<file path="src/rtl/intf_rr_arbiter.sv">
// Round-robin arbiter for one shared resource, with a bounded grant tenure.
// A lock input can extend a tenure beyond MAX_HOLD.
module intf_rr_arbiter #(
    parameter int unsigned WIDTH    = 3,
    parameter int unsigned MAX_HOLD = 4,
    localparam int unsigned IDXW    = (WIDTH > 1) ? $clog2(WIDTH) : 1
) (
    input  logic            clk,
    input  logic            rst_n,
    input  logic [WIDTH-1:0] req,
    input  logic            release_i,
    input  logic            lock,
    output logic [WIDTH-1:0] grant,
    output logic [IDXW-1:0] grant_idx,
    output logic            busy,
    output logic            timeout
);

    typedef enum logic [0:0] {StIdle, StGrant} state_e;

    localparam logic [3:0] HoldMax = 4'(MAX_HOLD);

    state_e           state_q, state_d;
    logic [WIDTH-1:0] grant_q, grant_d;
    logic [IDXW-1:0]  grant_idx_q, grant_idx_d;
    logic [IDXW-1:0]  last_q, last_d;
    logic [3:0]       cnt_q, cnt_d;
    logic             timeout_q, timeout_d;

    logic             sel_found;
    logic [IDXW-1:0]  sel_idx;
    logic             owner_done;
    logic             hold_expired;
    logic             tenure_end;

    // Search starts just after the last owner, so every requester is reached in turn.
    always_comb begin
        int unsigned pos;
        pos       = 0;
        sel_found = 1'b0;
        sel_idx   = '0;
        for (int unsigned k = 1; k <= WIDTH; k++) begin
            pos = 32'(last_q) + k;
            if (pos >= WIDTH) begin
                pos = pos - WIDTH;
            end
            if (!sel_found && req[IDXW'(pos)]) begin
                sel_found = 1'b1;
                sel_idx   = IDXW'(pos);
            end
        end
    end

    // Release and owner drop take precedence over expiry, so they suppress the timeout.
    assign owner_done   = release_i | ~(|(req & grant_q));
    assign hold_expired = (cnt_q == HoldMax) & ~lock;
    assign tenure_end   = owner_done | hold_expired;

    // State register.
    always_ff @(posedge clk or negedge rst_n) begin
        if (!rst_n) begin
            state_q <= StIdle;
        end else begin
            state_q <= state_d;
        end
    end

    // Next-state logic.
    always_comb begin
        state_d = state_q;
        unique case (state_q)
            StIdle: begin
                if (sel_found) begin
                    state_d = StGrant;
                end
            end
            StGrant: begin
                if (tenure_end) begin
                    state_d = StIdle;
                end
            end
            default: state_d = StIdle;
        endcase
    end

    // Output and datapath next values.
    always_comb begin
        grant_d     = grant_q;
        grant_idx_d = grant_idx_q;
        last_d      = last_q;
        cnt_d       = cnt_q;
        timeout_d   = 1'b0;
        unique case (state_q)
            StIdle: begin
                if (sel_found) begin
                    grant_d     = WIDTH'(1) << sel_idx;
                    grant_idx_d = sel_idx;
                    last_d      = sel_idx;
                    cnt_d       = 4'd1;
                end else begin
                    grant_d     = '0;
                    grant_idx_d = '0;
                    cnt_d       = '0;
                end
            end
            StGrant: begin
                if (tenure_end) begin
                    grant_d     = '0;
                    grant_idx_d = '0;
                    cnt_d       = '0;
                    timeout_d   = hold_expired & ~owner_done;
                end else if (cnt_q != HoldMax) begin
                    cnt_d = cnt_q + 4'd1;
                end
            end
            default: begin
                grant_d     = '0;
                grant_idx_d = '0;
                cnt_d       = '0;
            end
        endcase
    end

    always_ff @(posedge clk or negedge rst_n) begin
        if (!rst_n) begin
            grant_q     <= '0;
            grant_idx_q <= '0;
            last_q      <= IDXW'(WIDTH - 1);
            cnt_q       <= '0;
            timeout_q   <= 1'b0;
        end else begin
            grant_q     <= grant_d;
            grant_idx_q <= grant_idx_d;
            last_q      <= last_d;
            cnt_q       <= cnt_d;
            timeout_q   <= timeout_d;
        end
    end

    assign grant     = grant_q;
    assign grant_idx = grant_idx_q;
    assign busy      = |grant_q;
    assign timeout   = timeout_q;

endmodule

</file>
<file path="config.mk">
export PLATFORM = sky130hd
export DESIGN_NAME = intf_rr_arbiter
export DESIGN_NICKNAME = d
export VERILOG_FILES = /design/src/rtl/intf_rr_arbiter.sv
export SDC_FILE = /design/constraint.sdc
export NUM_CORES = 1
export LEC_CHECK = 0
export CAP_MARGIN = 20
export CORE_MARGIN = 2
export CORE_UTILIZATION = 49
export CTS_CLUSTER_DIAMETER = 150
export DETAILED_ROUTE_END_ITERATION = 6
export PLACE_DENSITY = 0.8
export SLEW_MARGIN = 10
export SYNTH_ARGS = -nofsm -noshare
export SYNTH_HDL_FRONTEND = slang
export SYNTH_SLANG_ARGS = --single-unit
export TNS_END_PERCENT = 100
</file>
<file path="constraint.sdc">
create_clock -name clk -period 2.44 [get_ports clk]
set_input_delay 0.488 -clock clk [delete_from_list [all_inputs] [get_ports clk]]
set_output_delay 0.488 -clock clk [all_outputs]
set_load 0.1 [all_outputs]
</file>
After elaboration in Yosys (flattened, before gate mapping)
Cells that the tools add are included.

operators by class
  add/subtract/negate cells = 7
  shift operators = 1
  reduce and logical (&&, ||, !) cells = 7
  mux-type cells = 30
  bitwise operators = 9
  equality and inequality tests = 4
  magnitude comparators = 6
  divide/modulo/power cells = 0
  multiply operators = 0

operators with widths
  operator                                                            count
  two-way mux 2 bit                                                   8
  two-way mux 1 bit                                                   11
  greater-or-equal comparator 3 x 2 -> 1 bit (second input constant)  3
  < comparator 2 x 3 -> 1 bit (second input constant)                 3
  two-way mux 4 bit                                                   2
  one-hot mux 4 bit (2 select lines)                                  1
  adder 2 x 2 -> 3 bit (second input constant)                        2
  binary-select mux 1 bit (select 2 bit)                              3
  two-way mux 3 bit                                                   2
  one-hot mux 3 bit (2 select lines)                                  1
  OR reduction 3 bit                                                  2
  subtractor 2 bit (second input constant)                            3
  adder 4 x 1 -> 4 bit (second input constant)                        1
  == test 4 x 3 -> 1 bit (second input constant)                      1
  != test 4 x 3 -> 1 bit (second input constant)                      1
  inverter 1 bit                                                      4
  one-hot mux 2 bit (2 select lines)                                  1
  adder 2 x 1 -> 3 bit (second input constant)                        1
  bitwise AND 3 bit                                                   1
  != test 3 x 1 -> 1 bit (second input constant)                      1
  << shifter 1 x 2 -> 3 bit (first input constant)                    1
  bitwise AND 1 bit                                                   2
  logical AND 1 bit                                                   2
  zero test 1 bit                                                     2
  other kinds (4)                                                     5

word-level totals
  RAM bits = 0
  input port bits = 7
  memories = 0
  bits in registers = 13
  logic and storage cells = 70
  bits in latches = 0
  bits in read-only memories = 0

Depth between registers and ports, before layout
  word-level depth = 15
  gate-level depth with buffers = 7
  gate-level depth less buffers = 7

Worst setup path after synthesis
OpenSTA, ideal clock, no wires.

  path kind = reg2out
  from = register grant_q[0], in the netlist grant[0]
  to = output port busy
  buffers on the path = 0
  slack = 0.204 ns
  arrival time = 1.748 ns
  cell stages (with the launch flop) = 2
  cells stage by stage = dfrtp_1 -> or3_1

between the ends
  word-level cells in the longest chain between the ends = 1

ends and longest elaborated chain
  what                      RTL line  source
  start: declaration        24        logic [WIDTH-1:0] grant_q, grant_d;
  start signal: assignment  132       grant_q <= grant_d;
  OR reduction 3 bit        142       assign busy = |grant_q;
  end: declaration          15        output logic busy,

Every way passes these cells.

Worst setup path after layout
  from = register last_q[1]
  to = register grant_idx_q[0], in the netlist grant_idx[0]

between the ends
  word-level cells in the longest chain between the ends = 14

ends and longest elaborated chain
  what                                                                                   RTL line  source
  start: declaration                                                                     26        logic [IDXW-1:0] last_q, last_d;
  start signal: assignment                                                               128       last_q <= IDXW'(WIDTH - 1);
  start signal: assignment                                                               134       last_q <= last_d;
  adder 2 x 1 -> 3 bit                                                                   43        pos = 32'(last_q) + k;
  greater-or-equal comparator 3 x 2 -> 1 bit / subtractor 2 bit (equally long branches)  44, 45
  two-way mux 2 bit                                                                      44        if (pos >= WIDTH) begin
  binary-select mux 1 bit (select 2 bit)                                                 47        if (!sel_found && req[IDXW'(pos)]) begin
  two-way mux 1 bit (not written as such)                                                47
  two-way mux 1 bit                                                                      47
  zero test 1 bit                                                                        47
  logical AND 1 bit                                                                      47
  two-way mux 1 bit                                                                      47
  zero test 1 bit                                                                        47
  logical AND 1 bit                                                                      47
  two-way mux 2 bit / two-way mux 1 bit (equally long branches)                          47
  two-way mux 2 bit (*)                                                                  95        if (sel_found) begin
  one-hot mux 2 bit (2 select lines) (*)                                                 93        unique case (state_q)
  end signal: assignment                                                                 133       grant_idx_q <= grant_idx_d;
  end: declaration                                                                       25        logic [IDXW-1:0] grant_idx_q, grant_idx_d;

Every way passes the cells marked *; elsewhere a longest branch is shown, timed or not. The select of a mux whose other input is x is not followed.
A chain may end at the register's enable or synchronous reset.

==> results.sh <==
export IMPL_status="completed"
export IMPL_dr_pass1_iters=4
export IMPL_fmax_mhz=492.2
export IMPL_cp_required_ps=2660
export IMPL_cp_end_kind="flip-flop"
export IMPL_timing_final_crit_share_pct=83.26
export IMPL_rsz0062_at_grt="no"
export IMPL_wl_per_cell_um=13.52
export IMPL_fin_skew_ps=3.808
export IMPL_tritoncts="yes"
export IMPL_r2r_worst_path_cells=7
export IMPL_yosysSeqAreaShare_pct=43.50
export IMPL_nFillCells=135
export IMPL_slew_headroom_pct=62.47
export IMPL_ctsHoldBuffers=0
export IMPL_wirelength_mm=1.474
export IMPL_synth_enable_flop_cells=0
export IMPL_antenna_found_initial=0
export IMPL_clock_sinks=13
export IMPL_globalplace_congestion=0.8175
export IMPL_htreeDepth=1
export IMPL_start_util_pct=51.02
export IMPL_via_per_inst=5.761
export IMPL_final_hold_viol_count=0
export IMPL_grt_overflow_total=0
export IMPL_first_global_vias=600
export IMPL_cp_slowest_stage_delay_ps=550
export IMPL_synth_top_family_by_area="compound AO/OA/AOI/OAI gates"
export IMPL_fin_crit_ps=2032
export IMPL_layout_drive_gt1_share_pct=15.05
export IMPL_drc=0
export IMPL_rrSetupSlack_ps=410
export IMPL_synth_compound_area_share_pct=26.67
export IMPL_synth_area_mux_share_pct=0
export IMPL_io_pins=14
export IMPL_setup_viol=0
export IMPL_synth_simple_area_share_pct=16.83
export IMPL_avgSynthCellArea_um2=9.878
export IMPL_critical_path_slowest_cell="dfstp_2"
export IMPL_post_dp_hpwl_mm=1.151
export IMPL_syn_area_um2=750.7
export IMPL_async_reset_ff_share_pct=100.0
export IMPL_r2r_start="last_q[1]"
export IMPL_cts_setup_buffers=0
export IMPL_cts_buffer_depth=2
export IMPL_dieArea_um2=1861
export IMPL_layout_commonest_cell="dfrtp_1"
export IMPL_diodes=0
export IMPL_die_y_um=43.14
export IMPL_synth_adder_area_share_pct=8.333
export IMPL_yosys_register_bits=13
export IMPL_synth_ff_type="dfrtp_1"
export IMPL_crit_type="reg2reg"
export IMPL_worstHoldPathType="reg2reg"
export IMPL_num_vias=628
export IMPL_post_route_worst_setup_slack_ps=408.4
export IMPL_grt_pass1_wl_mm=2.525
export IMPL_drtIter0Drc=20
export IMPL_synth_cell_types=29
export IMPL_grt_max_degree=14
export IMPL_setup_tns_ps=0
export IMPL_crit_arrival_ps=2250
export IMPL_setup_worst_path_start="last_q[1]"
export IMPL_core_um2=1471
export IMPL_fp_dieW_um=43.14
export IMPL_fin_nets=106
export IMPL_final_cells=109
export IMPL_io_buffers=13
export IMPL_final_cell_mix="dfrtp_1, inv_1, nand2_1, a21oi_1, buf_4"
export IMPL_synthXorXnorAreaFrac_pct=1.167
export IMPL_drtAntennaViolNets=0
export IMPL_cts_buffers=3
export IMPL_cts_resized=0
export IMPL_clk_root_buffer_cell="clkbuf_4"
export IMPL_cp_max_fo=6
export IMPL_r2r_end="grant_idx[0]"
export IMPL_grt_usage_pct=18.37
export IMPL_yosysWarningCount=0
export IMPL_syn2layout_area_growth_pct=21.17
export IMPL_crit_end="grant_idx[0]"
export IMPL_rows=14
export IMPL_preCtsSetupSlack_ps=322.9
export IMPL_crit_chain="inv_1, ha_1, a21bo_1, a221oi_4, a211oi_1, nor3b_2, a21o_1"
export IMPL_clk_latency_ps=280
export IMPL_netlist_instances=76
export IMPL_drv_cap=0
export IMPL_path_clk_slew_ps=80
export IMPL_place_inst=105
export IMPL_cp_start_kind="flip-flop"
export IMPL_tightest_slew_ps=561.2
export IMPL_slew_viol_final=0
export IMPL_syn_nets=88
## area by class of cell
cell class / count / area, µm² / area share, %
timing repair buffer: 13 / 112.6 / 12.38
tap: 16 / 20.02 / 2.201
clock buffer: 4 / 26.28 / 2.889
sequential: 13 / 326.6 / 35.90
multi-input combinational: 56 / 397.9 / 43.74
inverter: 7 / 26.28 / 2.889
## worst min-delay path by stage
stage,start,to,slack [ps],cells after the start
global placement,grant_idx[1],grant_idx[1],470,1
finish,grant_idx[0],grant_idx[0],500,1
CTS,grant_idx[1],grant_idx[1],500,1
floorplan,rst_n,cnt_q[0],190,0
detailed placement,grant_idx[1],grant_idx[1],480,1
global route,grant_idx[1],grant_idx[1],520,1
## kinds of logic after synthesis
family | after synthesis
flip-flops | 13
buffers and inverters | 7
XOR/XNOR | 1
AND/OR/NAND/NOR | 24
AO/OA/AOI/OAI | 26
adder cells (fa/ha/maj) | 5
## flip-flops by register name, indices dropped and copies added, names as in the netlist
register / flops
cnt_q: 4
grant: 3
grant_idx: 2
last_q: 2
state_q: 1
timeout: 1
## routing by layer
layer	part of all wire (%)	wire length [µm]	global-route usage, %	up-vias
met1	45	663	23.43	293
met4	2.7	40	10.91	0
li1	-	-	-	314
met5	0	0	0	-
met2	49	717	29.25	16
met3	3.6	53	2.553	5
## cell usage after synthesis, types with 2 or more instances
cell type / number / area (µm²)
o21ai_1: 2 / 10.01
nor2_1: 5 / 18.77
inv_1: 7 / 26.28
a21oi_1: 7 / 35.03
o21ai_0: 2 / 10.01
a21o_1: 6 / 45.04
nand2_1: 7 / 26.28
ha_1: 5 / 62.56
dfrtp_1: 12 / 300.3
nor3_1: 3 / 15.01
nor3b_1: 2 / 15.01
## worst max-delay path, delay by kind of cell (launching register included)
family | cells | cell delay (ps)
adders and majority gates | 1 | 340
and+or+nand+nor | 1 | 270
AOI/OAI and AO/OA | 4 | 770
buffers and inverters | 1 | 50
DFF | 1 | 550
## stage by stage
step	area, µm²	util, %	hold slack (ps)
2_1_floorplan	750.7	-	192.4
4_1_cts	909.6	61.82	497.2
5_1_grt	909.6	61.82	518.4
6_report	909.6	61.82	501.7
3_3_place_gp	883.3	60.03	468.8
3_5_place_dp	883.3	60.03	476.7
Power is not shown: default switching activity piles up to over one toggle a cycle in this logic, so the estimate is an artifact.
